$ cat src/rtl/conv_cfg_ctrl_if.sv
// Signal bundle around conv_cfg_ctrl: parameter byte stream, feature pass-through,
// conv output monitor and parameter-memory port. master = controller, slave = environment.
interface conv_cfg_ctrl_if #(
  parameter int VECTOR_LEN  = 13,
  parameter int NUM_FILTERS = 8
);
  localparam int VECTOR_BW = 8 * VECTOR_LEN;
  localparam int ADDR_BW   = $clog2(NUM_FILTERS);

  logic                 cfg_start_i;
  logic [7:0]           cfg_data_i;
  logic                 cfg_valid_i;
  logic                 cfg_ready_o;
  logic                 busy_o;
  logic                 done_o;
  logic                 err_o;
  logic [VECTOR_BW-1:0] s_data_i;
  logic                 s_valid_i;
  logic                 s_last_i;
  logic                 s_ready_o;
  logic [VECTOR_BW-1:0] m_data_o;
  logic                 m_valid_o;
  logic                 m_last_o;
  logic                 m_ready_i;
  logic                 conv_valid_i;
  logic                 conv_last_i;
  logic                 conv_ready_i;
  logic                 mem_rd_en_o;
  logic                 mem_wr_en_o;
  logic [1:0]           mem_bank_o;
  logic [ADDR_BW-1:0]   mem_addr_o;
  logic [VECTOR_BW-1:0] mem_wr_data_o;
  logic [VECTOR_BW-1:0] mem_rd_data_i;

  modport master (
    input  cfg_start_i, cfg_data_i, cfg_valid_i,
    output cfg_ready_o, busy_o, done_o, err_o,
    input  s_data_i, s_valid_i, s_last_i,
    output s_ready_o,
    output m_data_o, m_valid_o, m_last_o,
    input  m_ready_i,
    input  conv_valid_i, conv_last_i, conv_ready_i,
    output mem_rd_en_o, mem_wr_en_o, mem_bank_o, mem_addr_o, mem_wr_data_o,
    input  mem_rd_data_i
  );

  modport slave (
    output cfg_start_i, cfg_data_i, cfg_valid_i,
    input  cfg_ready_o, busy_o, done_o, err_o,
    output s_data_i, s_valid_i, s_last_i,
    input  s_ready_o,
    input  m_data_o, m_valid_o, m_last_o,
    output m_ready_i,
    output conv_valid_i, conv_last_i, conv_ready_i,
    input  mem_rd_en_o, mem_wr_en_o, mem_bank_o, mem_addr_o, mem_wr_data_o,
    output mem_rd_data_i
  );
endinterface

$ cat src/rtl/conv_cfg_ctrl.sv
// Conv parameter loader: drains in-flight frames, packs bytes into words, writes banks 0..3.
// Zero-latency gated feature pass-through; CONV_CFG_READBACK_EN adds READ/CHECK verify.
module conv_cfg_ctrl #(
  parameter int VECTOR_LEN      = 13,
  parameter int NUM_FILTERS     = 8,
  parameter int MAX_OUTSTANDING = 3
) (
  input  logic            clk_i,
  input  logic            rst_n_i,
  conv_cfg_ctrl_if.master bus
);
  localparam int VECTOR_BW = 8 * VECTOR_LEN;
  localparam int ADDR_BW   = $clog2(NUM_FILTERS);
  localparam int CNT_BW    = $clog2(MAX_OUTSTANDING + 1);
  localparam int BYTE_BW   = $clog2(VECTOR_LEN);

  localparam logic [BYTE_BW-1:0] LAST_BYTE = BYTE_BW'(VECTOR_LEN - 1);
  localparam logic [ADDR_BW-1:0] LAST_ADDR = ADDR_BW'(NUM_FILTERS - 1);
  localparam logic [CNT_BW-1:0]  MAX_CNT   = CNT_BW'(MAX_OUTSTANDING);

  typedef enum logic [2:0] {
    IDLE, DRAIN, LOAD, WRITE
`ifdef CONV_CFG_READBACK_EN
    , READ, CHECK
`endif
  } state_t;

  state_t               state;
  logic [CNT_BW-1:0]    outstanding;
  logic                 frame_open;
  logic [BYTE_BW-1:0]   byte_cnt;
  logic                 cfg_ready_q;
  logic                 busy_q;
  logic                 done_q;
  logic                 wr_en_q;
  logic [1:0]           bank_q;
  logic [ADDR_BW-1:0]   addr_q;
  logic [VECTOR_BW-1:0] wr_data_q;

  logic gate, s_ready, s_fire, s_last_fire, c_last_fire, cfg_fire, last_word, step;

  always_comb begin
    gate = 1'b0;
    case (state)
      IDLE:    gate = frame_open || (outstanding != MAX_CNT);
      DRAIN:   gate = frame_open;
      default: gate = 1'b0;
    endcase
  end

  assign s_ready        = bus.m_ready_i & gate;
  assign bus.s_ready_o  = s_ready;
  assign bus.m_valid_o  = bus.s_valid_i & gate;
  assign bus.m_data_o   = bus.s_data_i;
  assign bus.m_last_o   = bus.s_last_i;

  assign s_fire      = bus.s_valid_i & s_ready;
  assign s_last_fire = s_fire & bus.s_last_i;
  assign c_last_fire = bus.conv_valid_i & bus.conv_ready_i & bus.conv_last_i;
  assign cfg_fire    = bus.cfg_valid_i & cfg_ready_q;
  assign last_word   = (bank_q == 2'd3) && (addr_q == LAST_ADDR);

  // The word pointer advances after the write, or after the verify when readback is built in.
`ifdef CONV_CFG_READBACK_EN
  assign step = (state == CHECK);
`else
  assign step = (state == WRITE);
`endif

  always_ff @(posedge clk_i or negedge rst_n_i) begin
    if (!rst_n_i) begin
      outstanding <= '0;
      frame_open  <= 1'b0;
    end else begin
      if (s_fire) frame_open <= !bus.s_last_i;
      if (s_last_fire && !c_last_fire)
        outstanding <= outstanding + CNT_BW'(1);
      else if (c_last_fire && !s_last_fire && outstanding != '0)
        outstanding <= outstanding - CNT_BW'(1);
    end
  end

`ifdef CONV_CFG_READBACK_EN
  logic rd_en_q;
  logic err_q;
  assign bus.mem_rd_en_o = rd_en_q;
  assign bus.err_o       = err_q;
`else
  logic unused_rd_data;
  assign unused_rd_data  = ^bus.mem_rd_data_i;
  assign bus.mem_rd_en_o = 1'b0;
  assign bus.err_o       = 1'b0;
`endif

  always_ff @(posedge clk_i or negedge rst_n_i) begin
    if (!rst_n_i) begin
      state       <= IDLE;
      byte_cnt    <= '0;
      cfg_ready_q <= 1'b0;
      busy_q      <= 1'b0;
      done_q      <= 1'b0;
      wr_en_q     <= 1'b0;
      bank_q      <= '0;
      addr_q      <= '0;
      wr_data_q   <= '0;
`ifdef CONV_CFG_READBACK_EN
      rd_en_q     <= 1'b0;
      err_q       <= 1'b0;
`endif
    end else begin
      done_q <= 1'b0;
      case (state)
        IDLE: if (bus.cfg_start_i) begin
          state    <= DRAIN;
          busy_q   <= 1'b1;
          bank_q   <= '0;
          addr_q   <= '0;
          byte_cnt <= '0;
`ifdef CONV_CFG_READBACK_EN
          err_q    <= 1'b0;
`endif
        end
        DRAIN: if (!frame_open && outstanding == '0) begin
          state       <= LOAD;
          cfg_ready_q <= 1'b1;
        end
        LOAD: if (cfg_fire) begin
          for (int k = 0; k < VECTOR_LEN; k++)
            if (byte_cnt == BYTE_BW'(k)) wr_data_q[8*k +: 8] <= bus.cfg_data_i;
          if (byte_cnt == LAST_BYTE) begin
            byte_cnt    <= '0;
            cfg_ready_q <= 1'b0;
            wr_en_q     <= 1'b1;
            state       <= WRITE;
          end else begin
            byte_cnt <= byte_cnt + BYTE_BW'(1);
          end
        end
        WRITE: begin
          wr_en_q <= 1'b0;
`ifdef CONV_CFG_READBACK_EN
          rd_en_q <= 1'b1;
          state   <= READ;
`endif
        end
`ifdef CONV_CFG_READBACK_EN
        READ: begin
          rd_en_q <= 1'b0;
          state   <= CHECK;
        end
        CHECK: if (bus.mem_rd_data_i != wr_data_q) err_q <= 1'b1;
`endif
        default: state <= IDLE;
      endcase

      if (step) begin
        if (addr_q == LAST_ADDR) begin
          addr_q <= '0;
          bank_q <= bank_q + 2'd1;
        end else begin
          addr_q <= addr_q + ADDR_BW'(1);
        end
        if (last_word) begin
          done_q <= 1'b1;
          busy_q <= 1'b0;
          state  <= IDLE;
        end else begin
          cfg_ready_q <= 1'b1;
          state       <= LOAD;
        end
      end
    end
  end

  assign bus.cfg_ready_o   = cfg_ready_q;
  assign bus.busy_o        = busy_q;
  assign bus.done_o        = done_q;
  assign bus.mem_wr_en_o   = wr_en_q;
  assign bus.mem_bank_o    = bank_q;
  assign bus.mem_addr_o    = addr_q;
  assign bus.mem_wr_data_o = wr_data_q;
endmodule
$ cat src/flat_wrapper.sv
// flat-port wrapper written by rule: the top's interface ports become plain ports
module conv_cfg_ctrl_flat 
#(
  parameter int VECTOR_LEN      = 13,
  parameter int NUM_FILTERS     = 8,
  parameter int MAX_OUTSTANDING = 3
)
  (clk_i, rst_n_i, bus_cfg_start_i, bus_cfg_data_i, bus_cfg_valid_i, bus_cfg_ready_o, bus_busy_o, bus_done_o, bus_err_o, bus_s_data_i, bus_s_valid_i, bus_s_last_i, bus_s_ready_o, bus_m_data_o, bus_m_valid_o, bus_m_last_o, bus_m_ready_i, bus_conv_valid_i, bus_conv_last_i, bus_conv_ready_i, bus_mem_rd_en_o, bus_mem_wr_en_o, bus_mem_bank_o, bus_mem_addr_o, bus_mem_wr_data_o, bus_mem_rd_data_i);
  conv_cfg_ctrl_if #(.VECTOR_LEN(VECTOR_LEN), .NUM_FILTERS(NUM_FILTERS)) bus_i ();
  input  logic clk_i;
  input  logic rst_n_i;
  input wire logic [$bits(bus_i.cfg_start_i)-1:0] bus_cfg_start_i;
  input wire logic [$bits(bus_i.cfg_data_i)-1:0] bus_cfg_data_i;
  input wire logic [$bits(bus_i.cfg_valid_i)-1:0] bus_cfg_valid_i;
  output wire logic [$bits(bus_i.cfg_ready_o)-1:0] bus_cfg_ready_o;
  output wire logic [$bits(bus_i.busy_o)-1:0] bus_busy_o;
  output wire logic [$bits(bus_i.done_o)-1:0] bus_done_o;
  output wire logic [$bits(bus_i.err_o)-1:0] bus_err_o;
  input wire logic [$bits(bus_i.s_data_i)-1:0] bus_s_data_i;
  input wire logic [$bits(bus_i.s_valid_i)-1:0] bus_s_valid_i;
  input wire logic [$bits(bus_i.s_last_i)-1:0] bus_s_last_i;
  output wire logic [$bits(bus_i.s_ready_o)-1:0] bus_s_ready_o;
  output wire logic [$bits(bus_i.m_data_o)-1:0] bus_m_data_o;
  output wire logic [$bits(bus_i.m_valid_o)-1:0] bus_m_valid_o;
  output wire logic [$bits(bus_i.m_last_o)-1:0] bus_m_last_o;
  input wire logic [$bits(bus_i.m_ready_i)-1:0] bus_m_ready_i;
  input wire logic [$bits(bus_i.conv_valid_i)-1:0] bus_conv_valid_i;
  input wire logic [$bits(bus_i.conv_last_i)-1:0] bus_conv_last_i;
  input wire logic [$bits(bus_i.conv_ready_i)-1:0] bus_conv_ready_i;
  output wire logic [$bits(bus_i.mem_rd_en_o)-1:0] bus_mem_rd_en_o;
  output wire logic [$bits(bus_i.mem_wr_en_o)-1:0] bus_mem_wr_en_o;
  output wire logic [$bits(bus_i.mem_bank_o)-1:0] bus_mem_bank_o;
  output wire logic [$bits(bus_i.mem_addr_o)-1:0] bus_mem_addr_o;
  output wire logic [$bits(bus_i.mem_wr_data_o)-1:0] bus_mem_wr_data_o;
  input wire logic [$bits(bus_i.mem_rd_data_i)-1:0] bus_mem_rd_data_i;
  assign bus_i.cfg_start_i = bus_cfg_start_i;
  assign bus_i.cfg_data_i = bus_cfg_data_i;
  assign bus_i.cfg_valid_i = bus_cfg_valid_i;
  assign bus_cfg_ready_o = bus_i.cfg_ready_o;
  assign bus_busy_o = bus_i.busy_o;
  assign bus_done_o = bus_i.done_o;
  assign bus_err_o = bus_i.err_o;
  assign bus_i.s_data_i = bus_s_data_i;
  assign bus_i.s_valid_i = bus_s_valid_i;
  assign bus_i.s_last_i = bus_s_last_i;
  assign bus_s_ready_o = bus_i.s_ready_o;
  assign bus_m_data_o = bus_i.m_data_o;
  assign bus_m_valid_o = bus_i.m_valid_o;
  assign bus_m_last_o = bus_i.m_last_o;
  assign bus_i.m_ready_i = bus_m_ready_i;
  assign bus_i.conv_valid_i = bus_conv_valid_i;
  assign bus_i.conv_last_i = bus_conv_last_i;
  assign bus_i.conv_ready_i = bus_conv_ready_i;
  assign bus_mem_rd_en_o = bus_i.mem_rd_en_o;
  assign bus_mem_wr_en_o = bus_i.mem_wr_en_o;
  assign bus_mem_bank_o = bus_i.mem_bank_o;
  assign bus_mem_addr_o = bus_i.mem_addr_o;
  assign bus_mem_wr_data_o = bus_i.mem_wr_data_o;
  assign bus_i.mem_rd_data_i = bus_mem_rd_data_i;
  conv_cfg_ctrl #(.VECTOR_LEN(VECTOR_LEN), .NUM_FILTERS(NUM_FILTERS), .MAX_OUTSTANDING(MAX_OUTSTANDING)) u_core (.clk_i(clk_i), .rst_n_i(rst_n_i), .bus(bus_i));
endmodule
$ cat config.mk
export PLATFORM = sky130hd
export DESIGN_NAME = conv_cfg_ctrl_flat
export DESIGN_NICKNAME = d
export VERILOG_FILES = /design/src/rtl/conv_cfg_ctrl_if.sv /design/src/rtl/conv_cfg_ctrl.sv /design/src/flat_wrapper.sv
export SDC_FILE = /design/constraint.sdc
export NUM_CORES = 1
export LEC_CHECK = 0
export ABC_CLOCK_PERIOD_IN_PS = 4100
export BUFFER_PORTS_ARGS = -buffer_cell sky130_fd_sc_hd__buf_2
export CAP_MARGIN = 15
export CORE_AREA = 2 2 173 175
export CTS_CLUSTER_DIAMETER = 50
export DETAILED_ROUTE_END_ITERATION = 12
export DIE_AREA = 0 0 175 177
export GPL_TIMING_DRIVEN = 0
export PLACE_DENSITY = 0.54
export SLEW_MARGIN = 10
export SYNTH_ARGS = -nofsm -noshare
export SYNTH_HDL_FRONTEND = slang
export SYNTH_SLANG_ARGS = --single-unit
$ cat constraint.sdc
create_clock -name clk_i -period 4.1 [get_ports clk_i]
set_input_delay 0.41 -clock clk_i [delete_from_list [all_inputs] [get_ports clk_i]]
set_output_delay 0.41 -clock clk_i [all_outputs]
set_load 0.02 [all_outputs]
Word-level counts from Yosys, hierarchy flattened
Index checks and enable logic that the tools add are counted.
{ "totals": {"out_inout_bits": 222, "register_bits": 123, "wordCells": 133} }
{ "op_classes": {"n_bitwise": 7, "n_addsub": 5, "n_mux": 37, "eq_ne": 25, "reduce_logical": 36} }
{ "op_table": {"columns": ["op", "n"], "rows": [
  ["$reduce_and 3->1", 15],
  ["$mux 3", 9],
  ["$eq 4x4->1 const B", 5],
  ["$eq 4x3->1 const B", 4],
  ["$mux 2", 7],
  ["$mux 1", 13],
  ["$mux 4", 3],
  ["$reduce_bool 2->1", 6],
  ["$ne 3x1->1 const B", 3],
  ["$pmux 3 s3", 1],
  ["$eq 4x2->1 const B", 2],
  ["$pmux 4 s2", 1],
  ["$and 1x1->1", 7],
  ["$eq 3x2->1 const B", 2],
  ["$pmux 1 s2", 3],
  ["$logic_and 1x1->1", 5],
  ["$add 2x1->2 const B", 2],
  ["$add 4x1->4 const B", 1],
  ["$eq 4x1->1 const B", 1],
  ["$logic_not 1->1", 4],
  ["$logic_not 4->1", 1],
  ["$ne 2x1->1 const B", 2],
  ["$ne 2x2->1 const B", 2],
  ["$reduce_and 4->1", 1],
  ["10 further kinds", 10]
]} }

Longest topological paths before layout
Gate-level depths: netlist of the first run.
{ "logic_depth": {"word_depth": 11, "ltp_mapped": 7, "ltp_nobuf": 6} }

Worst setup path after synthesis of the first run
No wires, ideal clock.
{ "synth_path": {"path_type": "reg-to-reg", "startpoint": "register u_core.state[0]", "endpoint": "register u_core.wr_data_q[48], in the netlist u_core.bus.mem_wr_data_o[48]", "setup_time_ps": 125, "slack_ps": 2263, "arrival_ps": 1712, "path_stages_with_launch": 7, "required_ps": 3975, "n_path_buf": 1, "cell_sequence": "dfrtp_1 -> inv_1 -> ha_1 -> buf_4 -> nand4b_1 -> nor2_2 -> mux2_2"} }
{ "synth_between": {"elab_chain_len": 2} }
{ "synth_rtl": {"columns": ["item", "line_no", "source"], "rows": [
  ["from (decl)", "conv_cfg_ctrl.sv:28", "state_t state;"],
  ["from (signal assigned)", "conv_cfg_ctrl.sv:97", "state <= IDLE;"],
  ["from (signal assigned)", "conv_cfg_ctrl.sv:114", "state <= DRAIN;"],
  ["from (signal assigned)", "conv_cfg_ctrl.sv:124", "state <= LOAD;"],
  ["$eq 3x2->1", "conv_cfg_ctrl.sv:112", "case (state)"],
  ["$reduce_and 3->1 (no line)", null, null],
  ["to (signal, indexed assignment)", "conv_cfg_ctrl.sv:129", "if (byte_cnt == BYTE_BW'(k)) wr_data_q[8*k +: 8] <= bus.cfg_data_i;"],
  ["to (decl)", "conv_cfg_ctrl.sv:38", "logic [VECTOR_BW-1:0] wr_data_q;"]
]} }
Every way passes these cells.
A chain may end at the register's enable or synchronous reset.

Worst setup path in the final report of the first run
{ "layout_path": {"startpoint": "register u_core.state[0]", "endpoint": "register u_core.wr_data_q[44], in the netlist u_core.bus.mem_wr_data_o[44]"} }
Same word-level chain as after synthesis.

==> metrics.yaml, run 1 <==
sta:
  rsz0062_at_grt: "false"
  setup_slack_ps: 1800
  timing.fmax_ghz: 0.435
  slew_headroom_pct: 32.6
  period_minus_slack_ps: 2300
  hold_viol: 0
  skew_ps: 18.0
  setup_tns_ps: 0
  period_share_pct: 56.0
  report.final.slew_viol_count: 0
  tightestPinTransition_ps: 1010
  setup_violations: 0
finish:
  final_cell_area_mm2: 0.00822
  n_fill_cell: 3076
  layout-drive-gt1-share_pct: 67.9
  final_cells: 1121
  syn_to_final_growth_pct: 39.5
  nets: 954
die:
  core_area_mm2: 0.0292
  die_x_um: 175
  core.rowCount: 63
  initial_core_util_pct: 20.1
  die_h_um: 177
  die_area_mm2: 0.0310
  pin_count: 448
cts:
  path_clk_slew_ps: 50
  clock_latency_ps: 430
  cts_tree: "done"
  htreeDepth: 4
  cts_made_buffers: 17
  cts_root_buf: "clkbuf_16"
  clock-sinks: 122
  cts_buffer_depth: 2
worst_setup_path:
  crit_fanout: 10
  cp_cell_sequence: "inv_1, ha_1, buf_4, nand4b_1, nor2_2, mux2_2"
  slowest_delay_ps: 560
  critPathKind: "register to register"
  worstPathRequired_ps: 4400
  cp-start-kind: "register"
  arrival_ps: 2590
  cp_slowest_cell: "nor2_2"
  critPathCaptureType: "register"
drt:
  drt_wl_total_um: 16600
  dr.pass1.iters: 4
  vias: 4222
  drc: 0
  ant_nets: 0
  initialDrtViolationCount: 88
  via_per_inst: 3.77
  avgRoutedWirePerCell_um: 14.8
logic_synthesis:
  yosysSeqAreaShare_pct: 51.8
  synth_edf_count: 0
  yosys_register_bits: 122
  synth_flop_cell: "dfrtp_1"
  synth_area_leaders: "dfrtp_1 (52%), mux2_2 (20%), buf_4 (14%)"
  synthArstFlopShare_pct: 100
  synthTopCellsByCount: "dfrtp_1 (122), buf_4 (108), mux2_2 (103)"
  synthesis.area_mm2: 0.00589
  syn_inst: 458
  synth_top_area_share_pct: 51.8
  synth_top_area_cell: "dfrtp_1"
  yosysMostFrequentCell: "dfrtp_1"
  ys_types: 42
  yosys_warnings: 0
  synth_area_per_cell_um2: 12.9
power:
  peakVddDrop_v: 0.000294
  p_leak_nw: 4.52
  power_mw: 4.51
  powerDensity_mw_per_mm2: 549
global_routing:
  grt_busiest_layer: "met2"
  grt_max_degree: 82
  gr-usage-met3_pct: 4.45
  grtUsageMet1_pct: 12.6
  grt_pass1_vias: 4052
  track_usage_pct: 10.6
  antenna_found_initial: 0
  grt_first_pass_wirelength_um: 24000
  grtUsageMet2_pct: 17.9
  overflow: 0
placed_design:
  dp_hpwl_um: 12000
  portBuffers: 237
  postPlaceCellArea_mm2: 0.00760
  dpl_worst_slack_ps: 1740
  place_inst: 1087
  gp_congestion: 0.694
flow_run:
  maxCapViolCount: 0
run_status:
  outcome: "finished, final reports clean"
min_path:
  worstHoldPathType: "input pin to register"
[worst max-delay path, delay by kind of cell (launching register included)]
family        cells  cell delay [ps]
buf+inv           2              300
simple gates      2              800
flops             1              410
fa+ha+maj         1              270
mux               1              400
[where the power goes]
| part | switching (mW) | internal, mW | leakage, nW | total [mW] |
|---|---|---|---|---|
| Sequential | 0.147 | 1.44 | 1.65 | 1.59 |
| Combinational | 0.809 | 0.555 | 2.58 | 1.36 |
| Clock | 0.597 | 0.962 | 0.292 | 1.56 |
[cells by family after synthesis]
kind of cell             Yosys count  synth area share (%)
flip-flops                       122                  51.8
AO/OA/AOI/OAI                     23                  2.80
AND/OR/NAND/NOR                   61                  6.76
buffers and inverters            129                  15.2
other                              1                0.0637
multiplexers                     108                  20.6
XOR/XNOR                           3                 0.446
adder cells (fa/ha/maj)           11                  2.34
[cell type report]
type                       count  area, um^2  share of cell area, %
sequential                   122        3050                   37.2
multi-input combinational    208        1950                   23.7
timing repair buffer         239        1230                   15.0
buffer                       120         860                   10.5
tap                          390         488                   5.94
clock buffer                  19         433                   5.27
clock inverter                13         169                   2.06
inverter                       9        33.8                  0.411
antenna                        1        2.50                 0.0305
[through the flow]
step	hold slack, ps	util [%]
after floorplan	114	-
after global placement	465	25.9
after detailed placement	365	26.0
after CTS	190	28.1
after global routing	208	28.1
final	216	28.1
[final timing paths]
check,slack [ps],endpoint,cells past startpoint,from
setup / recovery,1800,u_core.bus.mem_wr_data_o[44],6,u_core.state[0]
hold / removal,220,u_core.frame_open,2,bus_s_last_i
setup reg to reg,1800,u_core.bus.mem_wr_data_o[44],6,u_core.state[0]
hold reg to reg,480,u_core.bus.mem_wr_data_o[64],1,u_core.bus.mem_wr_data_o[64]
max in group asynchronous,2840,u_core.bus.mem_wr_data_o[24],3,rst_n_i
min in group asynchronous,460,u_core.bus.mem_wr_data_o[85],2,rst_n_i
[cell usage in the layout (no fill, tap or decap), types with 7 or more instances in the layout]
master and count:
nor2_1 12, mux2_2 103, clkbuf_1 11, ha_1 11, buf_4 108, dfrtp_1 122, nand3_1 14, nand2_1 9
inv_1 9, clkbuf_16 17, buf_2 239, nor2_2 7
[routing by layer]
metal | vias up | part of all wire (%)
met4 | 0 | 0.68
met3 | 7 | 9.1
li1 | 1984 | -
met1 | 2019 | 42
met5 | - | 0
met2 | 212 | 48
[repair_timing]
action | in CTS | in global routing
resized for setup | 0 | 0
hold endpoints to repair | 41 | 0
setup buffers | 0 | 0
hold buffers | 1 | 0
[flip-flops by register name (all words and copies together), names as in the netlist]
register	flops
u_core.bus.done_o	1
u_core.outstanding	2
u_core.bus.mem_wr_data_o	104
u_core.frame_open	1
u_core.bus.cfg_ready_o	1
u_core.bus.mem_addr_o	3
u_core.bus.mem_wr_en_o	1
u_core.bus.mem_bank_o	2
u_core.bus.busy_o	1
u_core.state	2
u_core.byte_cnt	4
Note: power is estimated with default switching activity, not from simulation.
==> run 2: changes to the inputs <==
--- a/config.mk
+++ b/config.mk
@@ -5,7 +5,7 @@
 export SDC_FILE = /design/constraint.sdc
 export NUM_CORES = 1
 export LEC_CHECK = 0
-export ABC_CLOCK_PERIOD_IN_PS = 4100
+export ABC_CLOCK_PERIOD_IN_PS = 2060
 export BUFFER_PORTS_ARGS = -buffer_cell sky130_fd_sc_hd__buf_2
 export CAP_MARGIN = 15
 export CORE_AREA = 2 2 173 175
@@ -13,7 +13,7 @@
 export DETAILED_ROUTE_END_ITERATION = 12
 export DIE_AREA = 0 0 175 177
 export GPL_TIMING_DRIVEN = 0
-export PLACE_DENSITY = 0.54
+export PLACE_DENSITY = 0.56
 export SLEW_MARGIN = 10
 export SYNTH_ARGS = -nofsm -noshare
 export SYNTH_HDL_FRONTEND = slang
==> constraint.sdc (replaced) <==
create_clock -name clk_i -period 2.06 [get_ports clk_i]
set_input_delay 0.206 -clock clk_i [delete_from_list [all_inputs] [get_ports clk_i]]
set_output_delay 0.206 -clock clk_i [all_outputs]
set_load 0.02 [all_outputs]
==> run 2 against run 1 <==
  * Register-to-register slack worse by 1800 ps
  * Clock skew up 4.0 ps
  * Global-route usage about the same
  * Clock-buffer cell count up 2
  * Sequential cell count unchanged
==> metrics.yaml, run 2 (synthesized netlist as in run 1, its figures left out) <==
run_status:
  outcome: "finished, final reports clean"  # unchanged
die:
  initial_core_util_pct: 20.1  # unchanged
  core.rowCount: 63  # unchanged
  die_area_mm2: 0.0310  # unchanged
  die_x_um: 175  # unchanged
  die_h_um: 177  # unchanged
  core_area_mm2: 0.0292  # unchanged
  pin_count: 448  # unchanged
power:
  pwr-share-seq_pct: 34.6  # was 35.2%
  switching_power_mw: 3.04  # was 1.55 mW
  p_leak_nw: 4.59  # was 4.52 nW
  sw_frac_of_total_pct: 33.3  # was 34.4%
  pwr-share-clk_pct: 34.8  # was 34.6%
  power_mw: 9.14  # was 4.51 mW
  powerDensity_mw_per_mm2: 1090  # was 549 mW/mm^2
  peakVddDrop_v: 0.000493  # was 0.000294 V
  pwr-share-comb_pct: 30.6  # was 30.3%
  intPower_mw: 6.10  # was 2.96 mW
placed_design:
  gp_congestion: 0.704  # was 0.694
  place_inst: 1087  # unchanged
  portBuffers: 237  # unchanged
  dp_hpwl_um: 12000  # about the same
  postPlaceCellArea_mm2: 0.00760  # unchanged
finish:
  nets: 961  # was 954
  final_cell_area_mm2: 0.00841  # was 0.00822 mm^2
  final_util_pct: 28.7  # was 28.1%
  n_fill_cell: 3039  # was 3076
  layout-drive-gt1-share_pct: 68.8  # was 67.9%
  largest_reg_flops: 104  # unchanged
  syn_to_final_growth_pct: 42.7  # was 39.5%
  layout_commonest_cell: "buf_2"  # unchanged
  n_antenna_cell: 0  # was 1
  final_cell_mix: "buf_2 (238), dfrtp_1 (122), buf_4 (110), mux2_2 (103), clkbuf_16 (17)"  # was buf_2 (239), dfrtp_1 (122), buf_4 (108), mux2_2 (103), clkbuf_16 (17)
  final_cells: 1124  # was 1121
sta:
  timing.fmax_ghz: 0.496  # was 0.435 GHz
  tightestPinTransition_ps: 898  # was 1010 ps
  setup_violations: 0  # unchanged
  period_minus_slack_ps: 2020  # was 2300 ps
  rsz0062_at_grt: "true"  # was false
  report.final.slew_viol_count: 0  # unchanged
  slew_headroom_pct: 40.1  # was 32.6%
  skew_ps: 22.1  # was 18.0 ps
  period_share_pct: 97.9  # was 56.0%
  hold_viol: 0  # unchanged
  holdWs_ps: 74.7  # was 216 ps
worst_setup_path:
  reg2reg_from: "u_core.state[0]"  # unchanged
  worstPathRequired_ps: 2350  # was 4400 ps
  critPathCaptureType: "register"  # unchanged
  r2r_cells: 7  # was 6
  crit_fanout: 8  # was 10
  cp-start-kind: "register"  # unchanged
  rr_endpoint: "u_core.bus.mem_wr_data_o[71]"  # was u_core.bus.mem_wr_data_o[44]
  rrSetupSlack_ps: 40  # was 1800 ps
  critPathKind: "register to register"  # unchanged
  arrival_ps: 2300  # was 2590 ps
cts:
  htreeDepth: 4  # unchanged
  cts_buffer_depth: 2  # unchanged
  clock_latency_ps: 420  # was 430 ps
  cts_root_buf: "clkbuf_16"  # unchanged
  path_clk_slew_ps: 60  # was 50 ps
  cts_made_buffers: 17  # unchanged
  clock-sinks: 122  # unchanged
  cts_tree: "done"  # unchanged
drt:
  via_per_inst: 3.81  # was 3.77
  ant_nets: 0  # unchanged
  drc: 0  # unchanged
  drt_wl_total_um: 16700  # was 16600 um
  avgRoutedWirePerCell_um: 14.8  # about the same
  initialDrtViolationCount: 95  # was 88
  dr.pass1.iters: 4  # unchanged
  vias: 4279  # was 4222
global_routing:
  grt_first_pass_wirelength_um: 24300  # was 24000 um
  antenna_found_initial: 0  # unchanged
  grt_pass1_vias: 4086  # was 4052
  grt_max_degree: 81  # was 82
  track_usage_pct: 10.7  # was 10.6%
  overflow: 0  # unchanged
min_path:
  min_to: "u_core.bus.mem_wr_data_o[59]"  # was u_core.frame_open
  hold_depth: 2  # unchanged
  holdCritStartpoint: "bus_cfg_data_i[3]"  # was bus_s_last_i
  worstHoldPathType: "input pin to register"  # unchanged
flow_run:
  maxCapViolCount: 0  # unchanged
[run 2: cell count changes in the layout (fill, tap and decap cells not counted), sizes merged, moves of 2 or more]
cell	previous run	this run
clkinv	7	4
inv	11	9
clkbuf	28	30
buf	349	355
[run 2: worst max-delay path, stage by stage, from the launching register on]
cell     delay, ps
dfrtp_1        410
inv_1          100
ha_2           250
nand3_2        110
or2_1          250
buf_4          190
nor2_8         200
mux2_2         350
[run 2: metrics by stage]
step	setup WS (ps)	TNS, ps
after floorplan	223	0
after detailed placement	-338	-9770
after global routing	-62.7	-1130
after global placement	-1050	-132820
final	43.8	0
after CTS	-49.2	-525
[run 2: final cells by class]
class | instances | area [um^2] | area share [%]
clock inverters | 8 | 144 | 1.71
repair buffers | 246 | 1350 | 16.0
clock buffers | 21 | 470 | 5.60
multi-input cells | 208 | 2010 | 23.9
inverters | 9 | 33.8 | 0.402
flip-flops and latches | 122 | 3050 | 36.3
plain buffers | 120 | 862 | 10.3
well taps | 390 | 488 | 5.81
[run 2: how the worst max path moves through the flow]
stage / start / endpoint / slack [ps] / depth (start not counted)
CTS: u_core.state[0] / u_core.bus.mem_wr_data_o[21] / -50 / 6
finish: u_core.state[0] / u_core.bus.mem_wr_data_o[71] / 40 / 7
global route: u_core.state[0] / u_core.bus.mem_wr_data_o[67] / -60 / 7
detailed placement: u_core.state[0] / u_core.bus.mem_wr_data_o[48] / -340 / 6
floorplan: u_core.state[0] / u_core.bus.mem_wr_data_o[48] / 220 / 6
global placement: rst_n_i / u_core.bus.mem_wr_data_o[37] / -1050 / 1
[run 2: power groups by stage]
| stage | Combinational (mW) | Clock, mW | Sequential, mW |
|---|---|---|---|
| floorplan | 1.36 | 0 | 3.66 |
| global placement | 2.72 | 0 | 3.18 |
| detailed placement | 2.76 | 0 | 3.19 |
| CTS | 2.81 | 3.29 | 3.17 |
| global route | 3.05 | 3.38 | 3.24 |
| finish | 2.80 | 3.18 | 3.17 |
[run 2: routing by layer]
metal | track usage (%) | up-vias | part of all wire, %
met4 | 4.41 | 0 | 2.0
met1 | 12.8 | 2069 | 42
met2 | 17.9 | 201 | 49
li1 | - | 1994 | -
met5 | 0 | - | 0
met3 | 3.09 | 15 | 7.2
[run 2: repair_timing]
item	CTS	global route
pin swaps	4	2
endpoints found under the setup margin	83	53
hold buffers	2	0
gates cloned	0	0
gates resized for setup	9	6
endpoints found under the hold margin	43	0
buffers inserted	5	1
==> run 3: changes to the inputs <==
--- a/config.mk
+++ b/config.mk
@@ -12,7 +12,6 @@
 export CTS_CLUSTER_DIAMETER = 50
 export DETAILED_ROUTE_END_ITERATION = 12
 export DIE_AREA = 0 0 175 177
-export GPL_TIMING_DRIVEN = 0
 export PLACE_DENSITY = 0.56
 export SLEW_MARGIN = 10
 export SYNTH_ARGS = -nofsm -noshare
==> constraint.sdc (replaced) <==
create_clock -name clk_i -period 2.06 [get_ports clk_i]
set_input_delay 0.103 -clock clk_i [delete_from_list [all_inputs] [get_ports clk_i]]
set_output_delay 0.103 -clock clk_i [all_outputs]
set_load 0.02 [all_outputs]
==> run 3 against run 2 <==
  * Global-route usage decreased by 0.35 points
  * Core utilization fell by 4.7 points
  * Clock-buffer cell count decreased by 1
  * Final cell count fell by 19%
  * Combinational power decreased by 15%
  * Sequential cell count unchanged
  * Sequential share of layout area rose by 7.1 points
  * Final area shrank 16%
  * Via count down 19%
  * Clock skew shrank 13 ps
  * Clock power up 3%
  * Register-to-register slack gained 80 ps
  * Critical endpoint is now u_core.bus.mem_wr_data_o[43]
  * Largest cell class unchanged
==> metrics.yaml, run 3 (synthesized netlist as in run 1, its figures left out) <==
drt:
  avgRoutedWirePerCell_um: 17.0  # was 14.8 um
  drc: 0  # unchanged
  initialDrtViolationCount: 139  # was 95
  vias: 3481  # was 4279
  via_per_inst: 3.82  # was 3.81
  drt_wl_total_um: 15500  # was 16700 um
  dr.pass1.iters: 4  # unchanged
  ant_nets: 0  # unchanged
finish:
  largest_reg_flops: 104  # unchanged
  nets: 745  # was 961
  layout-drive-gt1-share_pct: 56.6  # was 68.8%
  layout_commonest_cell: "buf_2"  # unchanged
  final_cells: 911  # was 1124
  n_fill_cell: 3113  # was 3039
  ff_latch_area_mm2: 0.00305  # unchanged
  n_antenna_cell: 0  # unchanged
  final_cell_mix: "buf_2 (132), dfrtp_1 (122), mux2_2 (103), clkbuf_16 (17), nand3_1 (14)"  # was buf_2 (238), dfrtp_1 (122), buf_4 (110), mux2_2 (103), clkbuf_16 (17)
  multi_input_area_mm2: 0.00196  # was 0.00201 mm^2
  syn_to_final_growth_pct: 19.3  # was 42.7%
  final_util_pct: 24.0  # was 28.7%
sta:
  report.final.slew_viol_count: 0  # unchanged
  slew_headroom_pct: 62.8  # was 40.1%
  period_minus_slack_ps: 1930  # was 2020 ps
  hold_viol: 0  # unchanged
  setup_violations: 0  # unchanged
  skew_ps: 9.51  # was 22.1 ps
  timing.fmax_ghz: 0.517  # was 0.496 GHz
  rsz0062_at_grt: "false"  # was true
  period_share_pct: 93.9  # was 97.9%
  holdWs_ps: 184  # was 74.7 ps
  setup_tns_ps: 0  # unchanged
  tightestPinTransition_ps: 557  # was 898 ps
global_routing:
  grt_max_degree: 55  # was 81
  grt_first_pass_wirelength_um: 23100  # was 24300 um
  grt_pass1_vias: 3616  # was 4086
  track_usage_pct: 10.3  # was 10.7%
  antenna_found_initial: 1  # was 0
  overflow: 0  # unchanged
worst_setup_path:
  critPathCaptureType: "register"  # unchanged
  cp-start-kind: "register"  # unchanged
  slowest_delay_ps: 410  # about the same
  rrSetupSlack_ps: 130  # was 40 ps
  crit_fanout: 11  # was 8
  critPathBufInv: 3  # was 2
  cp_slowest_cell: "dfrtp_1"  # unchanged
  cp_cell_sequence: "inv_1, ha_1, buf_6, nand4b_1, nor2_2, buf_12, mux2_2"  # was inv_1, ha_2, nand3_2, or2_1, buf_4, nor2_8, mux2_2
  critPathTopFamily: "simple AND/OR/NAND/NOR gates"  # unchanged
  arrival_ps: 2230  # was 2300 ps
  worstPathRequired_ps: 2350  # about the same
  critPathKind: "register to register"  # unchanged
cts:
  clock_latency_ps: 420  # about the same
  cts_made_buffers: 17  # unchanged
  path_clk_slew_ps: 60  # about the same
  cts_root_buf: "clkbuf_16"  # unchanged
  cts_buffer_depth: 2  # unchanged
  cts_tree: "done"  # unchanged
  htreeDepth: 4  # unchanged
  clock-sinks: 122  # unchanged
power:
  p_leak_nw: 3.66  # was 4.59 nW
  power_mw: 8.83  # was 9.14 mW
  powerDensity_mw_per_mm2: 1260  # was 1090 mW/mm^2
  peakVddDrop_v: 0.000601  # was 0.000493 V
min_path:
  worstHoldPathType: "input pin to register"  # unchanged
die:
  initial_core_util_pct: 20.1  # unchanged
  core_area_mm2: 0.0292  # unchanged
  die_area_mm2: 0.0310  # unchanged
  pin_count: 448  # unchanged
  core.rowCount: 63  # unchanged
  die_h_um: 177  # unchanged
  die_x_um: 175  # unchanged
placed_design:
  portBuffers: 133  # was 237
  dp_hpwl_um: 10600  # was 12000 um
  place_inst: 875  # was 1087
  gp_congestion: 0.699  # was 0.704
run_status:
  outcome: "finished, final reports clean"  # unchanged
flow_run:
  maxCapViolCount: 0  # unchanged
-- run 3: changes by cell type in the layout (fill, tap and decap cells not counted), sizes merged --
cell         delta
clkinv          +1
dlygate4sd3     +2
clkbuf         -10
buf           -209
bufinv          +1
clkinvlp        +2
-- run 3: through the flow --
stage	worst slack [ps]	area, um^2
detailed placement	77.5	6340
global route	3.67	7030
finish	126	7030
global placement	78.1	6340
CTS	46.2	7020
floorplan	223	5890
-- run 3: path summary, 6_finish.rpt --
kind                                         startpoint                      endpoint  cells past startpoint
max in group asynchronous                       rst_n_i      u_core.bus.mem_addr_o[1]                      3
hold reg to reg            u_core.bus.mem_wr_data_o[64]  u_core.bus.mem_wr_data_o[64]                      1
setup / recovery                        u_core.state[0]  u_core.bus.mem_wr_data_o[43]                      7
setup reg to reg                        u_core.state[0]  u_core.bus.mem_wr_data_o[43]                      7
hold / removal                            bus_s_valid_i         u_core.outstanding[1]                      5
min in group asynchronous                       rst_n_i  u_core.bus.mem_wr_data_o[84]                      2
-- run 3: layer usage --
metal  vias up  global-route usage (%)  part of all wire, %
met2       125                    16.1                   47
met5         -                       0                    0
li1       1560                       -                    -
met1      1745                    12.4                   43
met3        51                    3.87                  6.9
met4         0                    5.56                  2.9
-- run 3: worst min-delay path, cell delays in order --
cell	delay, ps
buf_2	110
nand3_1	90
nor3_2	70
a21oi_1	120
a211oi_1	60
-- run 3: layout make-up --
cell class | instances | share of cell area, %
timing repair buffer | 150 | 12.3
sequential | 122 | 43.4
clock buffer | 20 | 6.21
tap | 390 | 6.94
inverter | 9 | 0.481
multi-input combinational | 208 | 27.8
clock inverter | 12 | 2.81
-- run 3: power breakdown --
group	internal [mW]	leakage [nW]	total, mW	switching (mW)
Sequential	2.86	1.65	3.18	0.315
Clock	2.14	0.304	3.29	1.14
Combinational	0.957	1.71	2.37	1.41
Total	5.96	3.66	8.83	2.87
-- run 3: what timing repair did --
action	in CTS	in global routing
setup buffers	0	0
hold buffers	4	0
setup endpoints to repair	0	35
endpoints found under the hold margin	54	0
gates resized for setup	0	5
